## src/rtl/vga_pkg.sv

```systemverilog
// Shared definitions for the VGA raster timing generator.
//   phase_e    : position of a counter within one axis (active/front/sync/back)
//   VGA640_*   : 640x480@60 timing, negative sync polarity
//   VGA800_*   : 800x600@60 timing, positive sync polarity
//   calc_total : sum of the four phase lengths of one axis
package vga_pkg;

  typedef enum logic [1:0] {
    PH_ACT,
    PH_FP,
    PH_SYN,
    PH_BP
  } phase_e;

  localparam int unsigned VGA640_H_VISIBLE = 640;
  localparam int unsigned VGA640_H_FRONT   = 16;
  localparam int unsigned VGA640_H_SYNC    = 96;
  localparam int unsigned VGA640_H_BACK    = 48;
  localparam int unsigned VGA640_V_VISIBLE = 480;
  localparam int unsigned VGA640_V_FRONT   = 10;
  localparam int unsigned VGA640_V_SYNC    = 2;
  localparam int unsigned VGA640_V_BACK    = 33;
  localparam bit          VGA640_HSYNC_POL = 1'b0;
  localparam bit          VGA640_VSYNC_POL = 1'b0;

  localparam int unsigned VGA800_H_VISIBLE = 800;
  localparam int unsigned VGA800_H_FRONT   = 40;
  localparam int unsigned VGA800_H_SYNC    = 128;
  localparam int unsigned VGA800_H_BACK    = 88;
  localparam int unsigned VGA800_V_VISIBLE = 600;
  localparam int unsigned VGA800_V_FRONT   = 1;
  localparam int unsigned VGA800_V_SYNC    = 4;
  localparam int unsigned VGA800_V_BACK    = 23;
  localparam bit          VGA800_HSYNC_POL = 1'b1;
  localparam bit          VGA800_VSYNC_POL = 1'b1;

  function automatic int unsigned calc_total(input int unsigned visible,
                                             input int unsigned front,
                                             input int unsigned sync,
                                             input int unsigned back);
    return visible + front + sync + back;
  endfunction

endpackage

```

## src/rtl/vga_axis_counter.sv

```systemverilog
// One raster axis: a wrapping position counter plus its phase FSM.
//   clk, rst     : clock, asynchronous active-high reset
//   i_step       : advance the axis by one position this edge
//   o_count      : current (registered) position 0..TOTAL-1
//   o_count_nxt  : position after this edge
//   o_phase_nxt  : phase after this edge
//   o_wrap       : this edge steps from TOTAL-1 back to 0
module vga_axis_counter
  import vga_pkg::*;
#(
  parameter int unsigned WIDTH   = 11,
  parameter int unsigned VISIBLE = 640,
  parameter int unsigned FRONT   = 16,
  parameter int unsigned SYNC    = 96,
  parameter int unsigned BACK    = 48
) (
  input  logic             clk,
  input  logic             rst,
  input  logic             i_step,
  output logic [WIDTH-1:0] o_count,
  output logic [WIDTH-1:0] o_count_nxt,
  output phase_e           o_phase_nxt,
  output logic             o_wrap
);

  localparam int unsigned      TOTAL = calc_total(VISIBLE, FRONT, SYNC, BACK);
  localparam logic [WIDTH-1:0] LAST  = WIDTH'(TOTAL - 1);
  localparam logic [WIDTH-1:0] B_FP  = WIDTH'(VISIBLE);
  localparam logic [WIDTH-1:0] B_SYN = WIDTH'(VISIBLE + FRONT);
  localparam logic [WIDTH-1:0] B_BP  = WIDTH'(VISIBLE + FRONT + SYNC);

  logic [WIDTH-1:0] r_count;
  phase_e           r_phase;
  logic [WIDTH-1:0] w_count_nxt;
  phase_e           w_phase_nxt;
  logic             w_wrap;

  always_ff @(posedge clk or posedge rst) begin
    if (rst) begin
      r_count <= '0;
      r_phase <= PH_ACT;
    end else begin
      r_count <= w_count_nxt;
      r_phase <= w_phase_nxt;
    end
  end

  // The count moves by one per step, so each boundary is crossed exactly
  // when the next count equals it; phase lengths >= 1 keep them distinct.
  always_comb begin
    w_wrap      = i_step && (r_count == LAST);
    w_count_nxt = r_count;
    w_phase_nxt = r_phase;
    if (i_step) begin
      w_count_nxt = w_wrap ? '0 : r_count + WIDTH'(1);
      unique case (r_phase)
        PH_ACT: if (w_count_nxt == B_FP)  w_phase_nxt = PH_FP;
        PH_FP:  if (w_count_nxt == B_SYN) w_phase_nxt = PH_SYN;
        PH_SYN: if (w_count_nxt == B_BP)  w_phase_nxt = PH_BP;
        PH_BP:  if (w_wrap)               w_phase_nxt = PH_ACT;
        default:                          w_phase_nxt = PH_ACT;
      endcase
    end
  end

  assign o_count     = r_count;
  assign o_count_nxt = w_count_nxt;
  assign o_phase_nxt = w_phase_nxt;
  assign o_wrap      = w_wrap;

endmodule

```

## src/rtl/vga_timing_gen.sv

```systemverilog
// Free-running VGA raster timing generator.
//   clk, rst    : pixel clock, asynchronous active-high reset
//   en          : pixel enable; the raster advances only when set
//   out_hsync   : horizontal sync (active level HSYNC_POL)
//   out_vsync   : vertical sync (active level VSYNC_POL)
//   out_hdata   : horizontal position 0..H_TOTAL-1
//   out_vdata   : vertical position 0..V_TOTAL-1
//   out_blank   : set outside the visible area
//   line_start  : one-cycle strobe when the position wraps to h=0
//   frame_start : one-cycle strobe when the position wraps to (0,0)
// All outputs are registered and describe the same raster position.
module vga_timing_gen
  import vga_pkg::*;
#(
  parameter int unsigned WIDTH     = 11,
  parameter int unsigned H_VISIBLE = VGA640_H_VISIBLE,
  parameter int unsigned H_FRONT   = VGA640_H_FRONT,
  parameter int unsigned H_SYNC    = VGA640_H_SYNC,
  parameter int unsigned H_BACK    = VGA640_H_BACK,
  parameter int unsigned V_VISIBLE = VGA640_V_VISIBLE,
  parameter int unsigned V_FRONT   = VGA640_V_FRONT,
  parameter int unsigned V_SYNC    = VGA640_V_SYNC,
  parameter int unsigned V_BACK    = VGA640_V_BACK,
  parameter bit          HSYNC_POL = VGA640_HSYNC_POL,
  parameter bit          VSYNC_POL = VGA640_VSYNC_POL
) (
  input  logic             clk,
  input  logic             rst,
  input  logic             en,
  output logic             out_hsync,
  output logic             out_vsync,
  output logic [WIDTH-1:0] out_hdata,
  output logic [WIDTH-1:0] out_vdata,
  output logic             out_blank,
  output logic             line_start,
  output logic             frame_start
);

  localparam int unsigned H_TOTAL = calc_total(H_VISIBLE, H_FRONT, H_SYNC, H_BACK);
  localparam int unsigned V_TOTAL = calc_total(V_VISIBLE, V_FRONT, V_SYNC, V_BACK);

  if (H_VISIBLE < 1 || H_FRONT < 1 || H_SYNC < 1 || H_BACK < 1 ||
      V_VISIBLE < 1 || V_FRONT < 1 || V_SYNC < 1 || V_BACK < 1) begin : g_bad_phase
    $error("vga_timing_gen: every phase length must be at least 1");
  end
  if ((longint'(H_TOTAL) - 1) >= (longint'(1) << WIDTH) ||
      (longint'(V_TOTAL) - 1) >= (longint'(1) << WIDTH)) begin : g_bad_width
    $error("vga_timing_gen: WIDTH too small for H_TOTAL/V_TOTAL");
  end

  logic [WIDTH-1:0] w_hcount_nxt;
  logic [WIDTH-1:0] w_vcount_nxt;
  phase_e           w_hphase_nxt;
  phase_e           w_vphase_nxt;
  logic             w_hwrap;
  logic             w_vwrap;
  logic             w_vstep;

  logic r_hsync;
  logic r_vsync;
  logic r_blank;
  logic r_line_start;
  logic r_frame_start;

  assign w_vstep = en & w_hwrap;

  vga_axis_counter #(
    .WIDTH  (WIDTH),
    .VISIBLE(H_VISIBLE),
    .FRONT  (H_FRONT),
    .SYNC   (H_SYNC),
    .BACK   (H_BACK)
  ) u_h (
    .clk        (clk),
    .rst        (rst),
    .i_step     (en),
    .o_count    (out_hdata),
    .o_count_nxt(w_hcount_nxt),
    .o_phase_nxt(w_hphase_nxt),
    .o_wrap     (w_hwrap)
  );

  vga_axis_counter #(
    .WIDTH  (WIDTH),
    .VISIBLE(V_VISIBLE),
    .FRONT  (V_FRONT),
    .SYNC   (V_SYNC),
    .BACK   (V_BACK)
  ) u_v (
    .clk        (clk),
    .rst        (rst),
    .i_step     (w_vstep),
    .o_count    (out_vdata),
    .o_count_nxt(w_vcount_nxt),
    .o_phase_nxt(w_vphase_nxt),
    .o_wrap     (w_vwrap)
  );

  // Sync, blank and strobes are registered from the counters' next values so
  // they land in the same cycle as the counter registers they describe.
  always_ff @(posedge clk or posedge rst) begin
    if (rst) begin
      r_hsync       <= !HSYNC_POL;
      r_vsync       <= !VSYNC_POL;
      r_blank       <= 1'b0;
      r_line_start  <= 1'b0;
      r_frame_start <= 1'b0;
    end else begin
      r_hsync       <= (w_hphase_nxt == PH_SYN) ? HSYNC_POL : !HSYNC_POL;
      r_vsync       <= (w_vphase_nxt == PH_SYN) ? VSYNC_POL : !VSYNC_POL;
      r_blank       <= (w_hcount_nxt >= WIDTH'(H_VISIBLE)) ||
                       (w_vcount_nxt >= WIDTH'(V_VISIBLE));
      r_line_start  <= w_hwrap;
      r_frame_start <= w_hwrap & w_vwrap;
    end
  end

  assign out_hsync   = r_hsync;
  assign out_vsync   = r_vsync;
  assign out_blank   = r_blank;
  assign line_start  = r_line_start;
  assign frame_start = r_frame_start;

endmodule

```

## config.mk

```make
export PLATFORM = sky130hd
export DESIGN_NAME = vga_timing_gen
export DESIGN_NICKNAME = d
export VERILOG_FILES = /design/src/rtl/vga_pkg.sv /design/src/rtl/vga_axis_counter.sv /design/src/rtl/vga_timing_gen.sv
export SDC_FILE = /design/constraint.sdc
export NUM_CORES = 1
export LEC_CHECK = 0
export CAP_MARGIN = 20
export CELL_PAD_IN_SITES_DETAIL_PLACEMENT = 1
export CELL_PAD_IN_SITES_GLOBAL_PLACEMENT = 2
export CORE_UTILIZATION = 33
export DETAILED_ROUTE_END_ITERATION = 6
export PLACE_DENSITY_LB_ADDON = 0.1
export REMOVE_ABC_BUFFERS = 1
export SYNTH_ARGS = -nofsm -noshare
export SYNTH_HDL_FRONTEND = slang
export SYNTH_SLANG_ARGS = --single-unit
```

## constraint.sdc

```tcl
create_clock -name clk -period 3 [get_ports clk]
set_input_delay 0.6 -clock clk [delete_from_list [all_inputs] [get_ports clk]]
set_output_delay 0.6 -clock clk [all_outputs]
set_load 0.05 [all_outputs]
```

Yosys cells after proc, flatten, opt, wreduce, memory -nomap -nowiden --
Cells that the tools add are included.
Word-level totals: output and inout bits 27, flip-flop bits (word level) 31, bits of input ports 3, word-level logic and storage cells 54
Operators by class: add/sub/neg operators 2, muxes and demuxes 18, bitwise logic cells 2, reductions and logical operators 5, magnitude comparators 2, equal/unequal tests 16
Operators by type and width (number):
- equality test 11 x 10 -> 1 bit, second input constant | 5
- two-way mux 11 bit | 4
- equality test 11 x 9 -> 1 bit, second input constant | 3
- adder 11 x 1 -> 11 bit, second input constant | 2
- two-way mux 2 bit | 10
- one-hot mux 2 bit (4 select lines) | 2
- equality test 2 bit, second input constant | 6
- greater-or-equal comparator 11 x 10 -> 1 bit, second input constant | 1
- greater-or-equal comparator 11 x 9 -> 1 bit, second input constant | 1
- equality test 2 x 1 -> 1 bit, second input constant | 2
- zero test 2 bit | 2
- bitwise AND 1 bit | 2
- logical AND 1 bit | 2
- two-way mux 1 bit | 2
- logical OR 1 bit | 1

Longest topological paths before layout --
word-level depth 11, depth in mapped cells 9, depth with buffers taken out 8

By module --
From an unflattened synthesis, not the netlist that was laid out.
Second synthesis, totals: cells, all modules 222, area total of the unflattened synthesis 1985.7 um^2
By module, submodules not included:
- vga_axis_counter at u_v | area each 918.4 um^2, sequential area each 325.3 um^2, times used 1, cells each 104
- vga_axis_counter at u_h | area each 884.6 um^2, sequential area each 325.3 um^2, times used 1, cells each 104
- vga_timing_gen | area each 182.7 um^2, sequential area each 127.6 um^2, times used 1, cells each 14

Worst setup path before layout --
No wires, ideal clock.
path type flip-flop to flip-flop, start point reg u_h.r_count[1] (netlist: u_h.o_count[1]), end point reg r_hsync (netlist: out_hsync), cell stages (with the launch flop) 8, required time 2.923 ns, path slack 0.357 ns, arrival 2.566 ns, path buffers 0, cell sequence dfrtp_1 -> ha_1 -> nand4_1 -> a2111oi_4 -> o21ai_1 -> a211o_1 -> or4_4 -> o21a_1
On the way: word-level cells in the longest chain between the ends 9, elaborated cells between the ends (all ways) 15, those cells by class 1 x add/sub; 5 x eq/ne; 8 x mux; 1 x reduce/logical
RTL lines:
- start, declared | RTL line vga_axis_counter.sv:32 | logic [WIDTH-1:0] r_count;
- start signal, assigned | RTL line vga_axis_counter.sv:43 | r_count <= w_count_nxt;
- branches (longest 5 deep; another with adder 11 x 1 -> 11 bit)
- one-hot mux 2 bit (4 select lines) * | RTL line vga_axis_counter.sv:56 | unique case (r_phase)
- two-way mux 2 bit * | RTL line vga_axis_counter.sv:54 | if (i_step) begin
- equality test 2 bit * | RTL line vga_timing_gen.sv:109 | r_hsync <= (w_hphase_nxt == PH_SYN) ? HSYNC_POL : !HSYNC_POL;
- two-way mux 1 bit * | RTL line vga_timing_gen.sv:109
- end signal, assigned | RTL line vga_timing_gen.sv:103 | r_hsync <= !HSYNC_POL;
- end signal, assigned | RTL line vga_timing_gen.sv:109
- end, declared | RTL line vga_timing_gen.sv:59 | logic r_hsync;
Every way passes the cells marked *.

Worst setup path after layout --
Same ends and word-level chain as after synthesis.

==> impl_metrics.yaml <==
clock_tree:
  h_tree_depth_reported_by_cts: 2
  cts_tree: "built"
  clk_transition_reported_paths_ns: 0.07
  clk-insertion-delay-late_ns: 0.28
  cts_root_buf: "sky130_fd_sc_hd__clkbuf_8"
  post_cts_hold_buffer_count: 0
  postCtsSetupRepairBufs: 0
  cts_resized: 0
  ctsLongestPathBuffers: 2
  cts_buffers: 5
  clkSinkCount: 31
pwr:
  finalPower_mw: 1.27
  peakVddDrop_mv: 0.305
  static-leakage-power_nw: 0.939
  power.density_cell_area_nw_per_um2: 514
place:
  place.detailed.hpwl_um: 4250
  pre_cts_ws_ns: 0.406
  place.detailed.instances: 327
  place.gp.congestion: 0.790
  portBuffers: 29
synthesis:
  postSynthAreaPerCell_um2: 8.75
  postSynthRegisterBits: 31
  synth_enable_flop_cells: 0
  synth_top_flop_cell: "sky130_fd_sc_hd__dfrtp_1"
  synth_seq_area_share: 0.385
  netlist_instances: 231
  yosysWarnings: 0
  fraction_of_synthesis_flops_using_an_asynchronous_set_or_reset_pin: 1.00
  synthDistinctLibCells: 56
  synthesis.area_um2: 2020
worst_setup_path:
  worst-setup-path-type: "flip-flop to flip-flop"
  worst_setup_path_end_kind: "flip-flop"
  worstPathRequired_ns: 3.22
  r2r.worst_path.cells: 7
  timing.critical_path.slowest_stage_cell: "sky130_fd_sc_hd__or4_4"
  critical_path.max_fanout: 7
  critical-path-max-stage-delay_ns: 0.54
  critical_path_cell_sequence: "ha_1, nand4_1, a2111oi_4, o21ai_1, a211o_1, or4_4, o21a_1"
  cp-start-kind: "flip-flop"
  arrival_ns: 2.72
global_route:
  grt_pass1_wl_um: 9720
  grt_pass1_vias: 1909
  maximum_number_of_pins_on_one_net_before_global_route_repair: 32
  antenna_found_initial: 0
  grt_util_all_layers: 0.199
  sum_of_overflow_across_all_layers_after_global_routing: 0
floorplan:
  die_w_um: 80.3
  top_level_ports: 30
  std_cell_rows: 28
  core_region_area_um2: 5920
  chipHeight_um: 80.3
  die_area_um2: 6440
  starting_utilization_of_the_core_area: 0.341
sta:
  maxSlewHeadroom: 0.666
  finalWorstPathRequiredPeriod_ns: 2.50
  worst_clock_skew_ns: 0.00588
  layout_worst_path_cycle_share: 0.834
  fin_tns_setup_ns: 0
  worst_slew_pin_slew_ns: 0.499
  hold_viol: 0
  rsz0062_at_grt: "false"
  number_of_pins_with_negative_max_slew_slack_in_the_final_report: 0
  setup_viol: 0
  postLayoutSetupSlackWorst_ns: 0.497
  worst_hold_slack_ns: 0.541
  max_freq_mhz: 399
finish:
  stdcell_count: 335
  multi_input_area_um2: 1110
  layout.filler_cells: 708
  regArea_um2: 778
  mostFrequentLayoutCells: "sky130_fd_sc_hd__dfrtp_1, sky130_fd_sc_hd__clkdlybuf4s50_1, sky130_fd_sc_hd__nand2_1, sky130_fd_sc_hd__nand3_1, sky130_fd_sc_hd__inv_1"
  final_nets: 265
  antenna_diode_count: 0
  fraction_of_layout_instances_using_a_drive_strength_above_1: 0.115
  synthToLayoutAreaGrowth_pct: 22.6
detailed_routing:
  routed-via-count: 1878
  detailedRoute.firstPassIterationCount: 4
  avgRoutedWirePerCell_um: 17.2
  vias_per_cell: 5.61
  wirelength_um: 5750
  drc: 0
  drt_iter0_markers: 68
  detail-route-antenna-nets: 0
hold_path:
  hold_path_class: "flip-flop to flip-flop"
  min_delay_path_depth: 2
flow_run:
  cap_viol_max_count: 0
outcome:
  outcome: "finished clean"
## critical path: cells and delay by family, from the launching register on
kind | cells | cell delay (ns)
and+or+nand+nor | 2 | 0.77
adders and majority gates | 1 | 0.31
AOI/OAI and AO/OA | 4 | 0.93
DFF | 1 | 0.43
## sequential cells by signal, summed over array words and instances, names as in the netlist, 2 cells and up
| name | cells |
|---|---|
| u_h.r_phase | 2 |
| u_v.o_count | 11 |
| u_h.o_count | 11 |
| u_v.r_phase | 2 |
## path summary, 6_finish.rpt
kind                             endpoint  slack (ns)      startpoint
setup reg to reg                out_hsync        0.50  u_h.o_count[1]
min in group asynchronous  u_v.o_count[7]        0.71             rst
setup / recovery                out_hsync        0.50  u_h.o_count[1]
hold / removal             u_v.r_phase[0]        0.54  u_v.r_phase[0]
max in group asynchronous       out_vsync        1.95             rst
hold reg to reg            u_v.r_phase[0]        0.54  u_v.r_phase[0]
## synthesized netlist by cell type, types with 2 or more instances
library cell                instances  area (um^2)
sky130_fd_sc_hd__o22ai_1            2         12.5
sky130_fd_sc_hd__dfstp_2            2         52.6
sky130_fd_sc_hd__buf_4              3         22.5
sky130_fd_sc_hd__nand4_1           10         62.6
sky130_fd_sc_hd__a21oi_1            5         25.0
sky130_fd_sc_hd__o2bb2ai_1          2         17.5
sky130_fd_sc_hd__or2_2              3         18.8
sky130_fd_sc_hd__nor4_1             4         25.0
sky130_fd_sc_hd__nand3b_1           2         15.0
sky130_fd_sc_hd__xnor2_1            8         70.1
sky130_fd_sc_hd__a31o_2             2         17.5
sky130_fd_sc_hd__nor2_1             7         26.3
sky130_fd_sc_hd__nand3_1           15         75.1
sky130_fd_sc_hd__a31oi_1            6         37.5
sky130_fd_sc_hd__o21ai_0           11         55.1
sky130_fd_sc_hd__mux2i_1            2         20.0
sky130_fd_sc_hd__xor2_1             4         35.0
sky130_fd_sc_hd__inv_1             13         48.8
sky130_fd_sc_hd__o211ai_1           4         30.0
sky130_fd_sc_hd__and3_1             6         37.5
sky130_fd_sc_hd__a211oi_1           3         22.5
sky130_fd_sc_hd__or3_1              2         12.5
sky130_fd_sc_hd__nor3_1             9         45.0
sky130_fd_sc_hd__clkbuf_1          10         37.5
sky130_fd_sc_hd__dfrtp_1           29          726
sky130_fd_sc_hd__or4_1              3         22.5
sky130_fd_sc_hd__nand2b_1           2         12.5
sky130_fd_sc_hd__o31ai_1            5         37.5
sky130_fd_sc_hd__buf_6              2         22.5
sky130_fd_sc_hd__o21ai_1            2         10.0
sky130_fd_sc_hd__ha_1               3         37.5
sky130_fd_sc_hd__nand2_1           25         93.8
sky130_fd_sc_hd__a311oi_1           2         17.5
## stage by stage
step	area [um^2]	util
6_report	2480	0.418
5_1_grt	2480	0.418
4_1_cts	2480	0.418
3_5_place_dp	2380	0.402
3_3_place_gp	2380	0.402
2_1_floorplan	1930	-
## power by group
| group | internal [mW] | total [mW] | switching [mW] |
|---|---|---|---|
| Combinational | 0.138 | 0.368 | 0.230 |
| Clock | 0.210 | 0.371 | 0.162 |
| Sequential | 0.451 | 0.534 | 0.0827 |
| Total | 0.798 | 1.27 | 0.475 |
## layout make-up
class / count / share of cell area
clock buffers: 8 / 0.0404
inverters: 13 / 0.0197
multi-input cells: 171 / 0.446
flip-flops and latches: 31 / 0.314
well taps: 75 / 0.0379
repair buffers: 37 / 0.141
## per-layer routing
metal	wire length [um]	GRT usage	share of wire	vias up
met1	2610	0.243	0.45	916
met2	2850	0.351	0.50	45
met5	0	0	0	-
met4	83	0.0554	0.014	0
li1	-	-	-	910
met3	202	0.0386	0.035	7
## cell families (layout without fill, tap and decap cells)
logic type	Yosys count	in the layout	synth area share
AND/OR/NAND/NOR	102	102	0.284
AO/OA/AOI/OAI	52	52	0.183
flip-flops	31	31	0.385
buffers and inverters	29	58	0.0675
XOR/XNOR	12	12	0.0520
adder cells (fa/ha/maj)	3	3	0.0186
multiplexers	2	2	0.00991
Note: power is estimated with default switching activity, not from simulation.
